[src/rtl/pipe_hazard_ctrl.sv]
// pipe_hazard_ctrl
//   Per-stage advance/flush/valid control for the RV32I pipeline: memory-stall
//   freeze with watchdog, branch flush, load-use interlock and a WFI / interrupt
//   drain-and-enter sequencer.
//   Optional feature macro: PIPE_HAZARD_CTRL_PERF_EN builds the 32-bit stall and
//   flush event counters; without it perf_stall/perf_flush are tied to zero.
module pipe_hazard_ctrl #(
   parameter int NUM_STAGES  = 5,
   parameter int BR_STAGE    = 3,
   parameter int ID_STAGE    = 2,
   parameter int MEM_TIMEOUT = 255
) (
   input  logic                  clk,
   input  logic                  reset,
   input  logic                  imem_rdy,
   input  logic                  dmem_rdy,
   input  logic                  interrupt,
   input  logic                  wfi_dec,
   input  logic                  branch_taken,
   input  logic                  ex_is_load,
   input  logic [4:0]            ex_rd,
   input  logic [4:0]            id_rs1,
   input  logic [4:0]            id_rs2,
   output logic [NUM_STAGES-1:0] stage_en,
   output logic [NUM_STAGES-1:0] stage_valid,
   output logic                  fetch_en,
   output logic                  irq_take,
   output logic                  wfi_o,
   output logic                  timeout_o,
   output logic [31:0]           perf_stall,
   output logic [31:0]           perf_flush
);

   localparam int WD_W = $clog2(MEM_TIMEOUT + 1);
   localparam logic [WD_W-1:0] WD_MAX  = WD_W'(MEM_TIMEOUT);
   localparam logic [WD_W-1:0] WD_LAST = WD_W'(MEM_TIMEOUT - 1);

   typedef enum logic [1:0] {
      RUN   = 2'd0,
      SLEEP = 2'd1,
      DRAIN = 2'd2,
      ENTER = 2'd3
   } state_t;

   state_t                state;
   logic [NUM_STAGES-1:0] valid_q;
   logic [NUM_STAGES-1:0] valid_nxt;
   logic                  irq_pending;
   logic [WD_W-1:0]       wd_cnt;
   logic                  timeout_q;

   logic                  mem_stall;
   logic                  flush;
   logic                  load_use;
   logic                  drained;

   // Hazard qualifiers, in priority order: memory stall masks everything,
   // a flush squashes the instruction that would otherwise interlock.
   assign mem_stall = ~imem_rdy | ~dmem_rdy;
   assign flush     = branch_taken & valid_q[BR_STAGE-1] & ~mem_stall;
   assign load_use  = ex_is_load & valid_q[ID_STAGE] & valid_q[ID_STAGE-1]
                    & (ex_rd != 5'd0) & ((ex_rd == id_rs1) | (ex_rd == id_rs2))
                    & ~mem_stall & ~flush & (state != ENTER);

   // The trap redirect fires only on a cycle where the pipeline actually moves,
   // so a stall during ENTER cannot stretch it into a multi-cycle pulse.
   assign irq_take    = (state == ENTER) & ~mem_stall;
   assign wfi_o       = (state == SLEEP);
   assign stage_valid = valid_q;
   assign timeout_o   = timeout_q;

   // PC advance: only RUN (outside an interlock) and the trap-entry cycle fetch.
   always_comb begin
      // NOTE: every combinational output gets a default first so no path infers a latch.
      fetch_en = 1'b0;
      if (!mem_stall) begin
         case (state)
            RUN:     fetch_en = ~load_use;
            ENTER:   fetch_en = 1'b1;
            default: fetch_en = 1'b0;
         endcase
      end
   end

   // Stage register enables: all frozen on a memory stall, front end held on load-use.
   always_comb begin
      stage_en = '1;
      if (mem_stall) begin
         stage_en = '0;
      end else if (load_use) begin
         stage_en[ID_STAGE-1:0] = '0;
      end
   end

   // Next valid vector: shift toward retirement, then apply ENTER/flush/bubble.
   always_comb begin
      valid_nxt = {valid_q[NUM_STAGES-2:0], fetch_en};
      if (mem_stall) begin
         valid_nxt = valid_q;
      end else if (state == ENTER) begin
         valid_nxt = '0;
      end else if (flush) begin
         valid_nxt[BR_STAGE-2:0] = '0;
      end else if (load_use) begin
         valid_nxt[ID_STAGE-1:0] = valid_q[ID_STAGE-1:0];
         valid_nxt[ID_STAGE]     = 1'b0;
      end
   end

   // Stages 2..N will be empty after this edge: the drain is complete.
   assign drained = (valid_nxt[NUM_STAGES-1:1] == '0);

   // Sequencer state, valid vector and pending-interrupt latch.
   always_ff @(posedge clk or negedge reset) begin
      if (!reset) begin
         state       <= RUN;
         valid_q     <= '0;
         irq_pending <= 1'b0;
      end else begin
         // NOTE: sequential state uses non-blocking assignments so every register
         // samples the pre-edge values regardless of statement order.
         if (irq_take) begin
            irq_pending <= 1'b0;
         end else if (interrupt) begin
            irq_pending <= 1'b1;
         end

         if (!mem_stall) begin
            valid_q <= valid_nxt;
            case (state)
               RUN: begin
                  if (irq_pending) begin
                     state <= DRAIN;
                  end else if (wfi_dec & valid_q[0] & ~flush) begin
                     state <= SLEEP;
                  end
               end
               SLEEP: begin
                  if (irq_pending) begin
                     state <= DRAIN;
                  end
               end
               DRAIN: begin
                  if (drained) begin
                     state <= ENTER;
                  end
               end
               default: state <= RUN;
            endcase
         end
      end
   end

   // Memory watchdog: counts consecutive stall cycles, saturates, sticky error.
   always_ff @(posedge clk or negedge reset) begin
      if (!reset) begin
         wd_cnt    <= '0;
         timeout_q <= 1'b0;
      end else if (mem_stall) begin
         if (wd_cnt != WD_MAX) begin
            wd_cnt <= wd_cnt + 1'b1;
         end
         if (wd_cnt == WD_LAST) begin
            timeout_q <= 1'b1;
         end
      end else begin
         wd_cnt <= '0;
      end
   end

`ifdef PIPE_HAZARD_CTRL_PERF_EN
   logic [31:0] perf_stall_q;
   logic [31:0] perf_flush_q;

   // Free-running event counters, wrapping modulo 2^32.
   always_ff @(posedge clk or negedge reset) begin
      if (!reset) begin
         perf_stall_q <= '0;
         perf_flush_q <= '0;
      end else begin
         if (mem_stall) begin
            perf_stall_q <= perf_stall_q + 32'd1;
         end
         if (flush) begin
            perf_flush_q <= perf_flush_q + 32'd1;
         end
      end
   end

   assign perf_stall = perf_stall_q;
   assign perf_flush = perf_flush_q;
`else
   assign perf_stall = '0;
   assign perf_flush = '0;
`endif

endmodule

[config.mk]
export PLATFORM = sky130hd
export DESIGN_NAME = pipe_hazard_ctrl
export DESIGN_NICKNAME = d
export VERILOG_FILES = /design/src/rtl/pipe_hazard_ctrl.sv
export SDC_FILE = /design/constraint.sdc
export NUM_CORES = 1
export LEC_CHECK = 0
export ABC_CLOCK_PERIOD_IN_PS = 2600
export BUFFER_PORTS_ARGS = -buffer_cell sky130_fd_sc_hd__buf_2
export CAP_MARGIN = 20
export CORE_UTILIZATION = 40
export CTS_CLUSTER_DIAMETER = 80
export CTS_CLUSTER_SIZE = 16
export DETAILED_ROUTE_END_ITERATION = 10
export PLACE_DENSITY = 0.76
export SLEW_MARGIN = 10
export SYNTH_ARGS = -nofsm -noshare
export SYNTH_HDL_FRONTEND = slang
export SYNTH_SLANG_ARGS = --single-unit
[constraint.sdc]
create_clock -name clk -period 2.6 [get_ports clk]
set_clock_uncertainty 0.2 [all_clocks]
set_input_delay 0.13 -clock clk [delete_from_list [all_inputs] [get_ports clk]]
set_output_delay 0.13 -clock clk [all_outputs]
set_load 0.1 [all_outputs]
-- Word-level counts from Yosys, hierarchy flattened
Cells that the tools add are included.
- output and inout port bits: 78
- input bits: 23
- bits in registers: 17
- bitwise gates (word level): 19
- reduce and logical (&&, ||, !) cells: 7
- mux-type cells: 20
- equality and inequality tests: 13
- add/sub/neg operators: 1
- operators by type and width (kind ; count):
    $mux 2 ; 8
    $mux 8 ; 2
    $and 1x1->1 ; 12
    $eq 5x5->1 ; 2
    $mux 3 ; 3
    $add 8x1->8 const B ; 1
    $eq 8x8->1 const B ; 1
    $ne 8x8->1 const B ; 1
    $pmux 2 s3 ; 1
    $mux 5 ; 1
    $not 1->1 ; 5
    $reduce_bool 5->1 ; 1
    $eq 2x2->1 const B ; 2
    $logic_not 4->1 ; 1
    $mux 1 ; 4
    $ne 2x1->1 const B ; 2
    $ne 2x2->1 const B ; 2
    $reduce_and 2->1 ; 2
    $reduce_and 4->1 ; 1
    $ne 3x2->1 const B ; 1
    $ne 3x3->1 const B ; 1
    $eq 2x1->1 const B ; 1
    $logic_not 2->1 ; 1
    $or 1x1->1 ; 2
    other kinds (2) ; 2

-- Depth between registers and ports, before layout
- depth after elaboration: 17
- depth in mapped cells: 7

-- Worst setup path after synthesis
No wires, ideal clock.
- path type: reg-to-output
- start point: reg valid_q[2] (netlist: stage_valid[2])
- end point: out fetch_en
- setup slack: -421 ps
- arrival: 2691 ps
- required time: 2270 ps
- stages on the path, launching flop included: 6
- buffers on the path: 0
- cell sequence: dfrtp_1 nand2_1 a211oi_2 nand2_1 nor2_1 o22ai_1
- word-level cells in the longest chain between the ends: 10
- ends and longest elaborated chain (what ; line ; text):
    start: declaration ; 46 ; logic [NUM_STAGES-1:0] valid_q;
    start signal: assignment ; 129 ; valid_q <= valid_nxt;
    $and 1x1->1 (2 in a row) ; 61 ; assign load_use = ex_is_load & valid_q[ID_STAGE] & valid_q[ID_STAGE-1]
    $and 1x1->1 (2 in a row) ; 62 ; & (ex_rd != 5'd0) & ((ex_rd == id_rs1) | (ex_rd == id_rs2))
    $and 1x1->1 ; 63 ; & ~mem_stall & ~flush & (state != ENTER);
    $and 1x1->1 (*) (2 in a row) ; 63 ;
    $not 1->1 (*) ; 78 ; RUN: fetch_en = ~load_use;
    $pmux 1 s2 (*) ; 77 ; case (state)
    $mux 1 (*) ; 76 ; if (!mem_stall) begin
    end: declaration ; 26 ; output logic fetch_en,
Mark *: on every way between the ends. The rest lies on a longest branch, timed or not.

-- Worst setup path in the final report
- start point: reg state[0]
- end point: out fetch_en
- word-level cells in the longest chain between the ends: 5
- ends and longest elaborated chain (what ; line ; text):
    start: declaration ; 45 ; state_t state;
    start signal: assignment ; 116 ; state <= RUN;
    start signal: assignment ; 133 ; state <= DRAIN;
    start signal: assignment ; 135 ; state <= SLEEP;
    $ne 2x2->1 ; 63 ;
    $and 1x1->1 ; 63 ;
    $not 1->1 ; 78 ;
    $pmux 1 s2 (*) ; 77 ;
    $mux 1 (*) ; 76 ;
Marked as above.

==> impl_results.md <==
* F_max at 448 MHz
* DR vias at 1213
* Hold EP: stage_valid[1]
* Hold depth at 3
* Top cell type by total area after synthesis: buf_4
* Starting DRT DRC Count at 47
* Max clock buf depth at 2
* Pwr dens at 1030 mW/mm2
* Register bit count reported by yosys at 17
* RSZ-0062 raised after global routing: false
* Fin nets at 262
* Height of the die at 65.3 um
* Status: finished, final reports clean
* Reg-to-reg slack, setup at 610 ps
* Reg clk slew, reported paths at 70 ps
* Area of the multi-input gates at 872 um2
* Clock Sinks at 17
* Worst Hold Class: input pin to flop
* Internal Pwr Total at 0.000615 W
* Area share of the largest cell type after synthesis at 31.4%
* CP Cell Sequence: inv_1 -> ha_1 -> nor2_1 -> nand2_1 -> o22ai_2 -> buf_2
* Endpoint class of the critical path: output pin
* Pin count of the biggest net entering global routing at 18
* Core ar. at 0.00374 mm2
* Final setup violation count at 0
* WS Path Type: flop to output pin
* Post-route DRC at 0
* Final WL at 2.68 mm
* Place WS at 632 ps
* Clk pwr share at 12.0%
* Hold Crit Start: imem_rdy
* Ys async rst share at 100%
* Num CTS Buffers at 3
* Flop pwr share at 24.5%
* Post-Syn Instances at 195
* Pre-antenna DRT Iters at 4
* Primary FF master, synth: dfrtp_1
* Sum of negative setup slack at 0 ps
* Hold Violations, Final at 0
* Post-synth EDFFs at 0
* Total of max-cap violations at 0
* Min Clock Period, post-route at 2230 ps
* Peak supply drop at 553 uV
* Dpl hpwl at 2.13 mm
* Via/cell ratio at 4.33
* RR Startpoint: wd_cnt[0]
* Initial antenna violation count at 0
* Number of hold buffers added after cts at 2
* Hold slack at 61.6 ps
* Net Sw Frac at 63.9%
* Fillers at 374
* Clk_lat worst skew at 260 ps
* Worst Slack Setup Final at 370 ps
* LEAKAGE at 0.891 nW
* Die area at 0.00426 mm2
* Synth top cells by count: 67 x buf_4, 17 x dfrtp_1, 15 x nand2_1, 15 x nor2_1, 11 x xor2_1
* Layout cell share with drive strength beyond 1 at 19.0%
* Slew Viols, Final at 0
* Site Rows at 22
* Total gr overflow at 0
* Gp weighted congestion at 0.862
* Final Cycle Share at 85.8%
* DR WL/cell at 9.57 um
* Most common cell in the netlist: buf_4
* Critical Path AT at 1900 ps
* Synth Area per Inst at 8.22 um2
* I/O Buffers at 36
* Worst EP required at 2270 ps
* CTS Root Cell: clkbuf_8
* Worst reg2reg endpoint: wd_cnt[5]
* Combinational Power Share at 63.5%
* CP startpoint kind: flop
* Vias in the first global route at 948
* Initial Util at 42.8%
* Ports at 101
* TritonCTS clock tree: yes
* Post-CTS Setup Inserts at 0
* Antenna diode count at 0
* Power, Total at 0.00170 W
* Max FO, Critical Path at 4
* Yosys warns at 0
* First-pass GRT wire length at 4.15 mm
* Sequential cell area at 427 um2
* Net load switching power at 0.00109 W
* R2r worst-path depth at 6
* Slowest-stage cell, CP: buf_2
* Post-Syn Area at 0.00160 mm2
* Top cells by area, synth: buf_4 31%, dfrtp_1 27%, xor2_1 6.0%
* H-Tree Level Count at 1
* Slowest stage delay, CP at 440 ps
* Synth-to-layout area growth at 2.89%
* Seq/Total Area, Yosys at 26.5%
* DRT antenna net count at 0
* Post-synth cell types at 35
* Die X at 65.3 um
* Gr usage total at 12.8%
* CTS-repair resized insts at 0
[state kept, by name, indices dropped and copies added (netlist names)]
signal,count
wd_cnt,8
irq_pending,1
stage_valid,5
state,2
timeout_o,1
[power by group through the flow]
stage / registers, W / clock network [W] / logic (W)
finish: 0.000417 / 0.000205 / 0.00108
floorplan: 0.000595 / 0 / 0.000847
CTS: 0.000416 / 0.000209 / 0.00108
global placement: 0.000418 / 0 / 0.00107
detailed placement: 0.000420 / 0 / 0.00108
global route: 0.000430 / 0.000220 / 0.00115
[cells in the final DEF (no fill, tap or decap), drive strengths merged]
cell / count
o41ai: 2
o21bai: 1
o22ai: 2
a211o: 1
and3: 1
o21ai: 7
nand4: 3
dfrtp: 17
nand3: 5
a21oi: 4
conb: 64
nor2b: 1
a211oi: 4
ha: 6
nand2b: 1
o21a: 1
inv: 10
xnor2: 2
o2bb2ai: 1
nor4b: 1
buf: 37
clkbuf: 4
nand3b: 1
o31ai: 1
nor2: 15
dlygate4sd3: 2
or4: 2
a22oi: 1
nor3: 3
a31oi: 4
o31a: 1
a311oi: 1
nand2: 15
xor2: 11
[through the flow]
step | cells | util [%] | area (um2)
CTS | 280 | 44.1 | 1650
finish | 280 | 44.1 | 1650
global placement | 274 | 42.3 | 1580
detailed placement | 274 | 42.3 | 1580
floorplan | 258 | - | 1850
global route | 280 | 44.1 | 1650
[layer usage]
layer / routed length, um / global-route usage [%] / up-vias
met2: 1160 / 20.4 / 74
met4: 55 / 7.34 / 0
li1: - / - / 597
met5: 0 / 0 / -
met3: 261 / 2.26 / 5
met1: 1200 / 16.2 / 537
[area by class of cell]
cell class              instances  area share, %
clock buffers                   4           2.73
inverters                      10           2.28
multi-input cells             162           52.9
flip-flops and latches         17           25.9
well taps                      48           3.64
repair buffers                 39           12.6
[cell families (layout without fill, tap and decap cells)]
kind of cell | Yosys count | in the layout | synth area share [%]
AO/OA/AOI/OAI | 31 | 31 | 13.4
adder cells (fa/ha/maj) | 6 | 6 | 4.68
buffers and inverters | 79 | 53 | 34.2
flip-flops | 17 | 17 | 26.5
XOR/XNOR | 13 | 13 | 7.10
other | 1 | 64 | 0.234
AND/OR/NAND/NOR | 48 | 48 | 13.8
[critical path: cells and delay by family (launching register included)]
family / cells / cell delay (ps)
buffers and inverters: 2 / 540
and+or+nand+nor: 2 / 250
AOI/OAI and AO/OA: 1 / 110
adders and majority gates: 1 / 350
DFF: 1 / 400
[worst max-delay path by stage]
| stage | from | to | cells past startpoint |
|---|---|---|---|
| floorplan | stage_valid[2] | stage_en[1] | 6 |
| finish | state[0] | fetch_en | 6 |
| detailed placement | wd_cnt[0] | wd_cnt[5] | 6 |
| CTS | state[0] | fetch_en | 6 |
| global route | state[1] | fetch_en | 6 |
| global placement | wd_cnt[0] | wd_cnt[5] | 6 |
Power figures use the tool's default switching activity.
